===== src/rtl/led_pattern_gen_if.sv =====
`default_nettype none
// ============================================================================
//  Module   : led_pattern_gen_if
//  Purpose  : Configuration request channel for led_pattern_gen.
//             valid/ready handshake carrying one channel configuration
//             (channel index, mode, period), plus an error pulse back to the
//             requester for requests that target a non-existent channel.
//  Signals  : cfg_valid  - requester has a config request
//             cfg_ready  - block can accept a request
//             cfg_ch     - target channel index
//             cfg_mode   - 0 OFF, 1 ON, 2 BLINK, 3 BREATHE
//             cfg_period - ticks per blink half-period / breathe step
//             cfg_err    - one-cycle pulse, request dropped (bad channel)
//  Revision : 1.0 - initial release
// ============================================================================
interface led_pattern_gen_if #(
    parameter int NUM_CH = 3
);
    localparam int CH_W = (NUM_CH > 1) ? $clog2(NUM_CH) : 1;

    logic            cfg_valid;
    logic            cfg_ready;
    logic [CH_W-1:0] cfg_ch;
    logic [1:0]      cfg_mode;
    logic [7:0]      cfg_period;
    logic            cfg_err;

    modport master (
        output cfg_valid, cfg_ch, cfg_mode, cfg_period,
        input  cfg_ready, cfg_err
    );

    modport slave (
        input  cfg_valid, cfg_ch, cfg_mode, cfg_period,
        output cfg_ready, cfg_err
    );
endinterface
`default_nettype wire


===== src/rtl/led_pattern_gen.sv =====
`default_nettype none
// ============================================================================
//  Module   : led_pattern_gen
//  Purpose  : Multi-channel LED pattern generator. Each channel runs OFF, ON,
//             BLINK or BREATHE (triangle-ramped PWM duty) from a shared
//             timebase tick. Configuration arrives over a valid/ready channel
//             into a single pending slot and is applied on the next tick.
//  Ports    : clk     - system clock, rising edge
//             resetn  - synchronous, active-low reset
//             cfg     - configuration channel (slave side)
//             led     - registered LED pins, polarity set by ACTIVE_LOW
//  Revision : 1.0 - initial release
// ============================================================================
module led_pattern_gen #(
    parameter int NUM_CH     = 3,
    parameter int TICK_DIV   = 2_000_000,
    parameter int PWM_BITS   = 8,
    parameter int ACTIVE_LOW = 1
) (
    input  wire logic              clk,
    input  wire logic              resetn,
    led_pattern_gen_if.slave       cfg,
    output logic [NUM_CH-1:0]      led
);
    localparam int c_CH_W  = (NUM_CH > 1) ? $clog2(NUM_CH) : 1;
    localparam int c_PRE_W = $clog2(TICK_DIV);

    localparam logic [1:0] c_MODE_OFF     = 2'd0;
    localparam logic [1:0] c_MODE_ON      = 2'd1;
    localparam logic [1:0] c_MODE_BLINK   = 2'd2;
    localparam logic [1:0] c_MODE_BREATHE = 2'd3;

    localparam logic                c_POL      = (ACTIVE_LOW != 0) ? 1'b1 : 1'b0;
    localparam logic [PWM_BITS-1:0] c_DUTY_MAX = '1;
    localparam logic [PWM_BITS-1:0] c_DUTY_ONE = PWM_BITS'(1);

    // ------------------------------------------------------------------
    // Timebase prescaler and free-running PWM counter
    // ------------------------------------------------------------------
    logic [c_PRE_W-1:0]  r_pre;
    logic [PWM_BITS-1:0] r_pwm;
    logic                w_tick;

    assign w_tick = (r_pre == c_PRE_W'(TICK_DIV - 1));

    always_ff @(posedge clk) begin
        if (!resetn) begin
            r_pre <= '0;
            r_pwm <= '0;
        end else begin
            r_pre <= w_tick ? '0 : r_pre + c_PRE_W'(1);
            r_pwm <= r_pwm + PWM_BITS'(1);
        end
    end

    // ------------------------------------------------------------------
    // Config handshake and single pending slot
    // ------------------------------------------------------------------
    logic              r_pend;
    logic [c_CH_W-1:0] r_pend_ch;
    logic [1:0]        r_pend_mode;
    logic [7:0]        r_pend_period;
    logic              r_err;
    logic              w_xfer;
    logic              w_bad_ch;
    logic              w_apply;
    logic [31:0]       w_ch_ext;

    assign cfg.cfg_ready = resetn & ~r_pend;
    assign cfg.cfg_err   = r_err;
    assign w_xfer        = cfg.cfg_valid & cfg.cfg_ready;
    assign w_ch_ext      = 32'(cfg.cfg_ch);
    assign w_bad_ch      = (w_ch_ext >= 32'(NUM_CH));
    // r_pend only becomes visible the cycle after capture, so a request
    // captured during a tick cycle naturally waits for the following tick.
    assign w_apply       = r_pend & w_tick;

    always_ff @(posedge clk) begin
        if (!resetn) begin
            r_pend        <= 1'b0;
            r_pend_ch     <= '0;
            r_pend_mode   <= c_MODE_OFF;
            r_pend_period <= 8'd1;
            r_err         <= 1'b0;
        end else begin
            r_err <= w_xfer & w_bad_ch;
            if (w_apply) begin
                r_pend <= 1'b0;
            end else if (w_xfer && !w_bad_ch) begin
                r_pend        <= 1'b1;
                r_pend_ch     <= cfg.cfg_ch;
                r_pend_mode   <= cfg.cfg_mode;
                r_pend_period <= cfg.cfg_period;
            end
        end
    end

    // ------------------------------------------------------------------
    // Per-channel pattern engines
    // ------------------------------------------------------------------
    for (genvar g = 0; g < NUM_CH; g++) begin : g_ch
        logic [1:0]          r_mode;
        logic [7:0]          r_period;
        logic [7:0]          r_phase;
        logic                r_blink;
        logic [PWM_BITS-1:0] r_duty;
        logic                r_down;
        logic                r_led;
        logic [7:0]          w_per_m1;
        logic                w_anim;
        logic                w_step;
        logic                w_apply_ch;
        logic                w_lit;

        // A period of 0 behaves as 1.
        assign w_per_m1   = (r_period == 8'd0) ? 8'd0 : r_period - 8'd1;
        assign w_anim     = (r_mode == c_MODE_BLINK) || (r_mode == c_MODE_BREATHE);
        assign w_step     = w_tick && w_anim && (r_phase == w_per_m1);
        assign w_apply_ch = w_apply && (r_pend_ch == c_CH_W'(g));

        always_comb begin
            w_lit = 1'b0;
            case (r_mode)
                c_MODE_ON:      w_lit = 1'b1;
                c_MODE_BLINK:   w_lit = r_blink;
                c_MODE_BREATHE: w_lit = (r_pwm < r_duty);
                default:        w_lit = 1'b0;
            endcase
        end

        always_ff @(posedge clk) begin
            if (!resetn) begin
                r_mode   <= c_MODE_OFF;
                r_period <= 8'd1;
                r_phase  <= 8'd0;
                r_blink  <= 1'b0;
                r_duty   <= '0;
                r_down   <= 1'b0;
                r_led    <= c_POL;
            end else begin
                r_led <= w_lit ^ c_POL;
                // Apply wins over a coincident step on this channel.
                if (w_apply_ch) begin
                    r_mode   <= r_pend_mode;
                    r_period <= r_pend_period;
                    r_phase  <= 8'd0;
                    r_blink  <= 1'b0;
                    r_duty   <= '0;
                    r_down   <= 1'b0;
                end else if (w_tick && w_anim) begin
                    r_phase <= w_step ? 8'd0 : r_phase + 8'd1;
                    if (w_step) begin
                        if (r_mode == c_MODE_BLINK) begin
                            r_blink <= ~r_blink;
                        end else begin
                            // Triangle ramp: turn around at the extremes so
                            // the duty never wraps.
                            if (!r_down) begin
                                if (r_duty != c_DUTY_MAX) r_duty <= r_duty + c_DUTY_ONE;
                                if (r_duty == c_DUTY_MAX - c_DUTY_ONE) r_down <= 1'b1;
                            end else begin
                                if (r_duty != '0) r_duty <= r_duty - c_DUTY_ONE;
                                if (r_duty == c_DUTY_ONE) r_down <= 1'b0;
                            end
                        end
                    end
                end
            end
        end

        assign led[g] = r_led;
    end

endmodule
`default_nettype wire


===== src/flat_wrapper.sv =====
// flat-port wrapper written by rule: the top's interface ports become plain ports
module led_pattern_gen_flat 
#(
    parameter int NUM_CH     = 3,
    parameter int TICK_DIV   = 2_000_000,
    parameter int PWM_BITS   = 8,
    parameter int ACTIVE_LOW = 1
)
  (clk, resetn, led, cfg_cfg_valid, cfg_cfg_ch, cfg_cfg_mode, cfg_cfg_period, cfg_cfg_ready, cfg_cfg_err);
  led_pattern_gen_if #(.NUM_CH(NUM_CH)) cfg_i ();
  input  wire logic clk;
  input  wire logic resetn;
  output logic [NUM_CH-1:0] led;
  input wire logic [$bits(cfg_i.cfg_valid)-1:0] cfg_cfg_valid;
  input wire logic [$bits(cfg_i.cfg_ch)-1:0] cfg_cfg_ch;
  input wire logic [$bits(cfg_i.cfg_mode)-1:0] cfg_cfg_mode;
  input wire logic [$bits(cfg_i.cfg_period)-1:0] cfg_cfg_period;
  output wire logic [$bits(cfg_i.cfg_ready)-1:0] cfg_cfg_ready;
  output wire logic [$bits(cfg_i.cfg_err)-1:0] cfg_cfg_err;
  assign cfg_i.cfg_valid = cfg_cfg_valid;
  assign cfg_i.cfg_ch = cfg_cfg_ch;
  assign cfg_i.cfg_mode = cfg_cfg_mode;
  assign cfg_i.cfg_period = cfg_cfg_period;
  assign cfg_cfg_ready = cfg_i.cfg_ready;
  assign cfg_cfg_err = cfg_i.cfg_err;
  led_pattern_gen #(.NUM_CH(NUM_CH), .TICK_DIV(TICK_DIV), .PWM_BITS(PWM_BITS), .ACTIVE_LOW(ACTIVE_LOW)) u_core (.clk(clk), .resetn(resetn), .cfg(cfg_i), .led(led));
endmodule

===== config.mk =====
export PLATFORM = sky130hd
export DESIGN_NAME = led_pattern_gen_flat
export DESIGN_NICKNAME = d
export VERILOG_FILES = /design/src/rtl/led_pattern_gen_if.sv /design/src/rtl/led_pattern_gen.sv /design/src/flat_wrapper.sv
export SDC_FILE = /design/constraint.sdc
export NUM_CORES = 1
export LEC_CHECK = 0
export CAP_MARGIN = 25
export CORE_AREA = 4 4 113 115
export DETAILED_ROUTE_END_ITERATION = 6
export DIE_AREA = 0 0 117 119
export PLACE_DENSITY_LB_ADDON = 0.25
export SETUP_SLACK_MARGIN = 0.3
export SLEW_MARGIN = 20
export SYNTH_ARGS = -nofsm -noshare
export SYNTH_HDL_FRONTEND = slang
export SYNTH_SLANG_ARGS = --single-unit

===== constraint.sdc =====
create_clock -name clk -period 6.6 [get_ports clk]
set_clock_uncertainty 0.05 [all_clocks]
set_input_delay 1.32 -clock clk [delete_from_list [all_inputs] [get_ports clk]]
set_output_delay 1.32 -clock clk [all_outputs]
set_load 0.05 [all_outputs]

== After elaboration in Yosys (flattened, before gate mapping) ==
Index checks and enable logic that the tools add are counted.
Operators by class
  reductions and logical operators: 39
  $add $sub $neg: 14
  $lt $le $gt $ge: 4
  equality and inequality tests: 27
  multiplexer cells: 27
  bitwise logic cells: 16
Operator list (number)
  2-to-1 mux 8 bit: 15
  adder 8 x 1 -> 8 bit (second input constant): 7
  subtractor 8 x 1 -> 8 bit (second input constant): 6
  equality test 8 x 1 -> 1 bit (second input constant): 3
  equality test 8 bit: 3
  equality test 8 bit (second input constant): 3
  zero test 8 bit: 3
  less-than comparator 8 bit: 3
  != test 8 bit (second input constant): 3
  nonzero test 8 bit: 3
  adder 21 x 1 -> 21 bit (second input constant): 1
  equality test 21 bit (second input constant): 1
  AND reduction 3 bit: 6
  AND reduction 5 bit: 3
  equality test 2 bit (second input constant): 7
  inverter 1 bit: 12
  logical AND 1 bit: 10
  OR reduction 2 bit: 5
  2-to-1 mux 1 bit: 9
  one-hot mux 1 bit (3 select lines): 3
  equality test 2 x 1 -> 1 bit (second input constant): 4
  != test 2 bit (second input constant): 3
  nonzero test 2 bit: 3
  bitwise AND 1 bit: 4
  other kinds (5): 7
Word-level totals
  output and inout port bits: 5
  flip-flop bits (word level): 130
  logic and storage cells: 155

== Depth between registers and ports, before layout ==
  depth after elaboration: 5
  gate-level depth with buffers: 10

== Least setup slack after synthesis ==
Ideal clock, no wire load.
  path type: input to output
  start: input resetn
  end: output cfg_cfg_ready
  stages: 1
  slack: 3141 ps
  arrival: 2089 ps
  cell sequence: nor2b_1
On the way
  longest elaborated chain between the ends: 1
RTL lines
  start, declared: RTL line flat_wrapper.sv:12  | input wire logic resetn;
  bitwise AND 1 bit: RTL line led_pattern_gen.sv:69  | assign cfg.cfg_ready = resetn & ~r_pend;
  end, declared: RTL line flat_wrapper.sv:18  | output wire logic [$bits(cfg_i.cfg_ready)-1:0] cfg_cfg_ready;
Every way passes these cells.

== Worst setup path in the final report ==
Same ends and word-level chain as after synthesis.

==> flow_summary.yaml <==
finish:
  synthToLayoutAreaGrowth_pct: 10.2
  most_common_library_cell_in_the_layout_ignoring_fill_and_taps: "sky130_fd_sc_hd__nand2_1"
  fill_cells: 935
  antenna_cells_inserted: 0
  layout.nets: 1015
  most_frequent_cells_in_the_layout: "141 x sky130_fd_sc_hd__nand2_1, 130 x sky130_fd_sc_hd__dfxtp_1, 72 x sky130_fd_sc_hd__nor2_1"
  drive_above_1_share: 0.0660
logic_synthesis:
  seq_area_frac_synth: 0.337
  postSynth.topFlopCell: "sky130_fd_sc_hd__dfxtp_1"
  post-synth-top-area-fraction: 0.337
  syn_avg_cell_area_sq_um: 8.09
  netlist_area_sq_um: 7730
  yosysWarnings: 0
  synth_seq_cells: 130
  synth_enable_flop_cells: 0
  synth_top_cells_by_area: "sky130_fd_sc_hd__dfxtp_1 34%, sky130_fd_sc_hd__ha_1 7.1%, sky130_fd_sc_hd__nand2_1 6.8%"
  synth_cell_types: 77
  postSynth.asyncResetShare: 0
  synthesized_nets: 1014
  synthesis.instances: 955
  netlist.top_cell.by_area: "sky130_fd_sc_hd__dfxtp_1"
die:
  chipWidth_um: 117
  die-height_um: 119
  floorplan.initialDensity: 0.654
  core-area_sq_um: 11800
  die_area_sq_um: 13900
  placement_rows: 40
  ioPinCount: 20
clock_tree:
  worst_setup_hold_path_clk_slew_ns: 0.06
  library_cell_used_as_clock_root_buffer: "sky130_fd_sc_hd__clkbuf_16"
  cts-root-to-sink-buffers: 2
  cts.repair_timing.setup_buffer_count: 0
  post_cts_resize_count: 0
  cts_inserted_buffers: 17
  cts_tree: "yes"
  ctsHtreeMaxLevel: 4
  post_cts_hold_buffer_count: 0
  cts_num_sinks: 130
  clk_latency_ns: 0.43
worst_setup_path:
  crit_arrival_ns: 2.98
  worstPathMaxFanout: 67
  critical_path.startpoint_type: "input port"
  crit_required_ns: 5.23
  critPathCaptureType: "output pin"
  critical_path_class: "in2out"
route:
  met2_routed_wirelength_mm: 7.94
  routed-wl-met3_um: 922
  routed_via_density: 6.08
  detail-route-antenna-nets: 0
  drt_first_iter_violations: 612
  routedLengthMet1_mm: 8.10
  drc: 0
  routed_wire_length_per_instance_um: 15.5
  route.vias.total: 6783
  detail_route.first_pass.iterations: 5
  top_layer: "met4"
  drt_wl_total_mm: 17.3
sta:
  finalMaxSlewViolations: 0
  hold_viol: 0
  fin_setup_tns_ns: 0
  finalCritPeriodShare: 0.659
  layout_min_cycle_time_ns: 4.35
  unrepaired_setup_endpoints_after_global_routing: "no"
  finalSetupViolations: 0
  timing_worst_slew_pin_value_ns: 0.964
  fmaxAchievable_ghz: 0.230
  worst_slew_margin_rel: 0.357
power:
  cellPowerDensity_nw_per_um2: 209
  irDropWorstVdd_mv: 0.184
  leakage_uw: 0.00304
  totalPowerFinal_uw: 1780
global_routing:
  wire_length_of_the_first_global_routing_pass_mm: 29.2
  global_route.overflow_total: 0
  antenna_found_initial: 0
  grt_max_degree: 68
  first_global_vias: 6278
  grt_util_all_layers: 0.258
placed_design:
  place.port_buffers: 19
  place.gp.congestion: 0.912
  dpl.hpwl_mm: 12.2
hold_path:
  hold_removal_path_class: "reg2reg"
job:
  timing.max_cap.violations: 0
outcome:
  outcome: "completed"
==> area by class of cell <==
type	count	area (sq um)	share of cell area
clock inverters	13	138	0.0162
clock buffers	19	443	0.0520
well taps	147	184	0.0216
flip-flops and latches	130	2600	0.306
repair buffers	21	200	0.0235
multi-input cells	745	4790	0.563
inverters	41	154	0.0181
==> report_power, final <==
part           leakage [uW]  switching (uW)  total, uW  internal (uW)
sequential          0.00105            10.8        803            792
clock              0.000279             357        921            564
combinational       0.00172            29.9       56.0           26.2
==> worst paths after layout <==
| kind | startpoint | endpoint | slack, ns | cells after the start |
|---|---|---|---|---|
| max reg2reg | u_core.r_pre[0] | u_core.g_ch[0].r_down | 2.98 | 8 |
| min reg2reg | u_core.r_pre[0] | u_core.r_pre[0] | 0.42 | 1 |
| min | u_core.r_pre[0] | u_core.r_pre[0] | 0.42 | 1 |
| max | resetn | cfg_cfg_ready | 2.25 | 4 |
==> through the flow <==
stage	cell area, sq um	setup WS (ns)	utilization	std cells	hold slack [ns]
6_report	8520	2.25	0.721	1116	0.418
5_1_grt	8520	2.12	0.721	1116	0.463
4_1_cts	8510	2.26	0.720	1116	0.418
3_5_place_dp	7930	2.26	0.671	1084	0.404
3_3_place_gp	7930	2.28	0.671	1084	0.393
2_1_floorplan	7730	3.14	-	955	0.380
==> cell families (layout without fill, tap and decap cells) <==
group	count (synthesis)	after routing	share of synthesized area
compound gates	196	196	0.177
xor+xnor	59	59	0.0686
fa+ha+maj	44	44	0.0712
buf+inv	80	94	0.0444
flops	130	130	0.337
mux	7	7	0.00906
simple gates	439	439	0.293
==> routing by layer <==
metal,vias to the layer above,global-route usage
met5,-,0
met4,0,0.103
met3,34,0.0549
met2,181,0.401
met1,3146,0.346
li1,3422,-
==> synth_stat cells, drive strengths merged, types with 8 or more instances <==
cell type and number:
a21o 10, nor4 14, dfxtp 130, inv 41, o21ai 36, nor2 72
clkbuf 25, or4 11, a21oi 42, nand3 36, nand4 21, xnor2 27
ha 44, buf 13, or3 23, a21boi 40, and3 20, nand2 141
nor2b 11, nor3 27, nand2b 8, and2 12, xor2 31
==> state kept, by name (all words and copies together) (netlist names) <==
name                  count
u_core.g_ch.r_phase      24
u_core.cfg.cfg_err        1
u_core.r_pend             1
u_core.g_ch.r_blink       3
u_core.r_pend_mode        2
u_core.g_ch.r_mode        6
u_core.g_ch.r_down        3
u_core.r_pwm              8
u_core.r_pend_period      8
u_core.g_ch.r_period     24
u_core.r_pre             21
u_core.g_ch.r_duty       24
u_core.g_ch.r_led         3
u_core.r_pend_ch          2
==> critical path, cell delays in order <==
cell and delay, ns:
sky130_fd_sc_hd__buf_2 0.08, sky130_fd_sc_hd__buf_4 0.43, sky130_fd_sc_hd__nor2b_1 0.28, sky130_fd_sc_hd__clkdlybuf4s50_1 0.84
No activity file was read; power rests on OpenSTA's default activity.
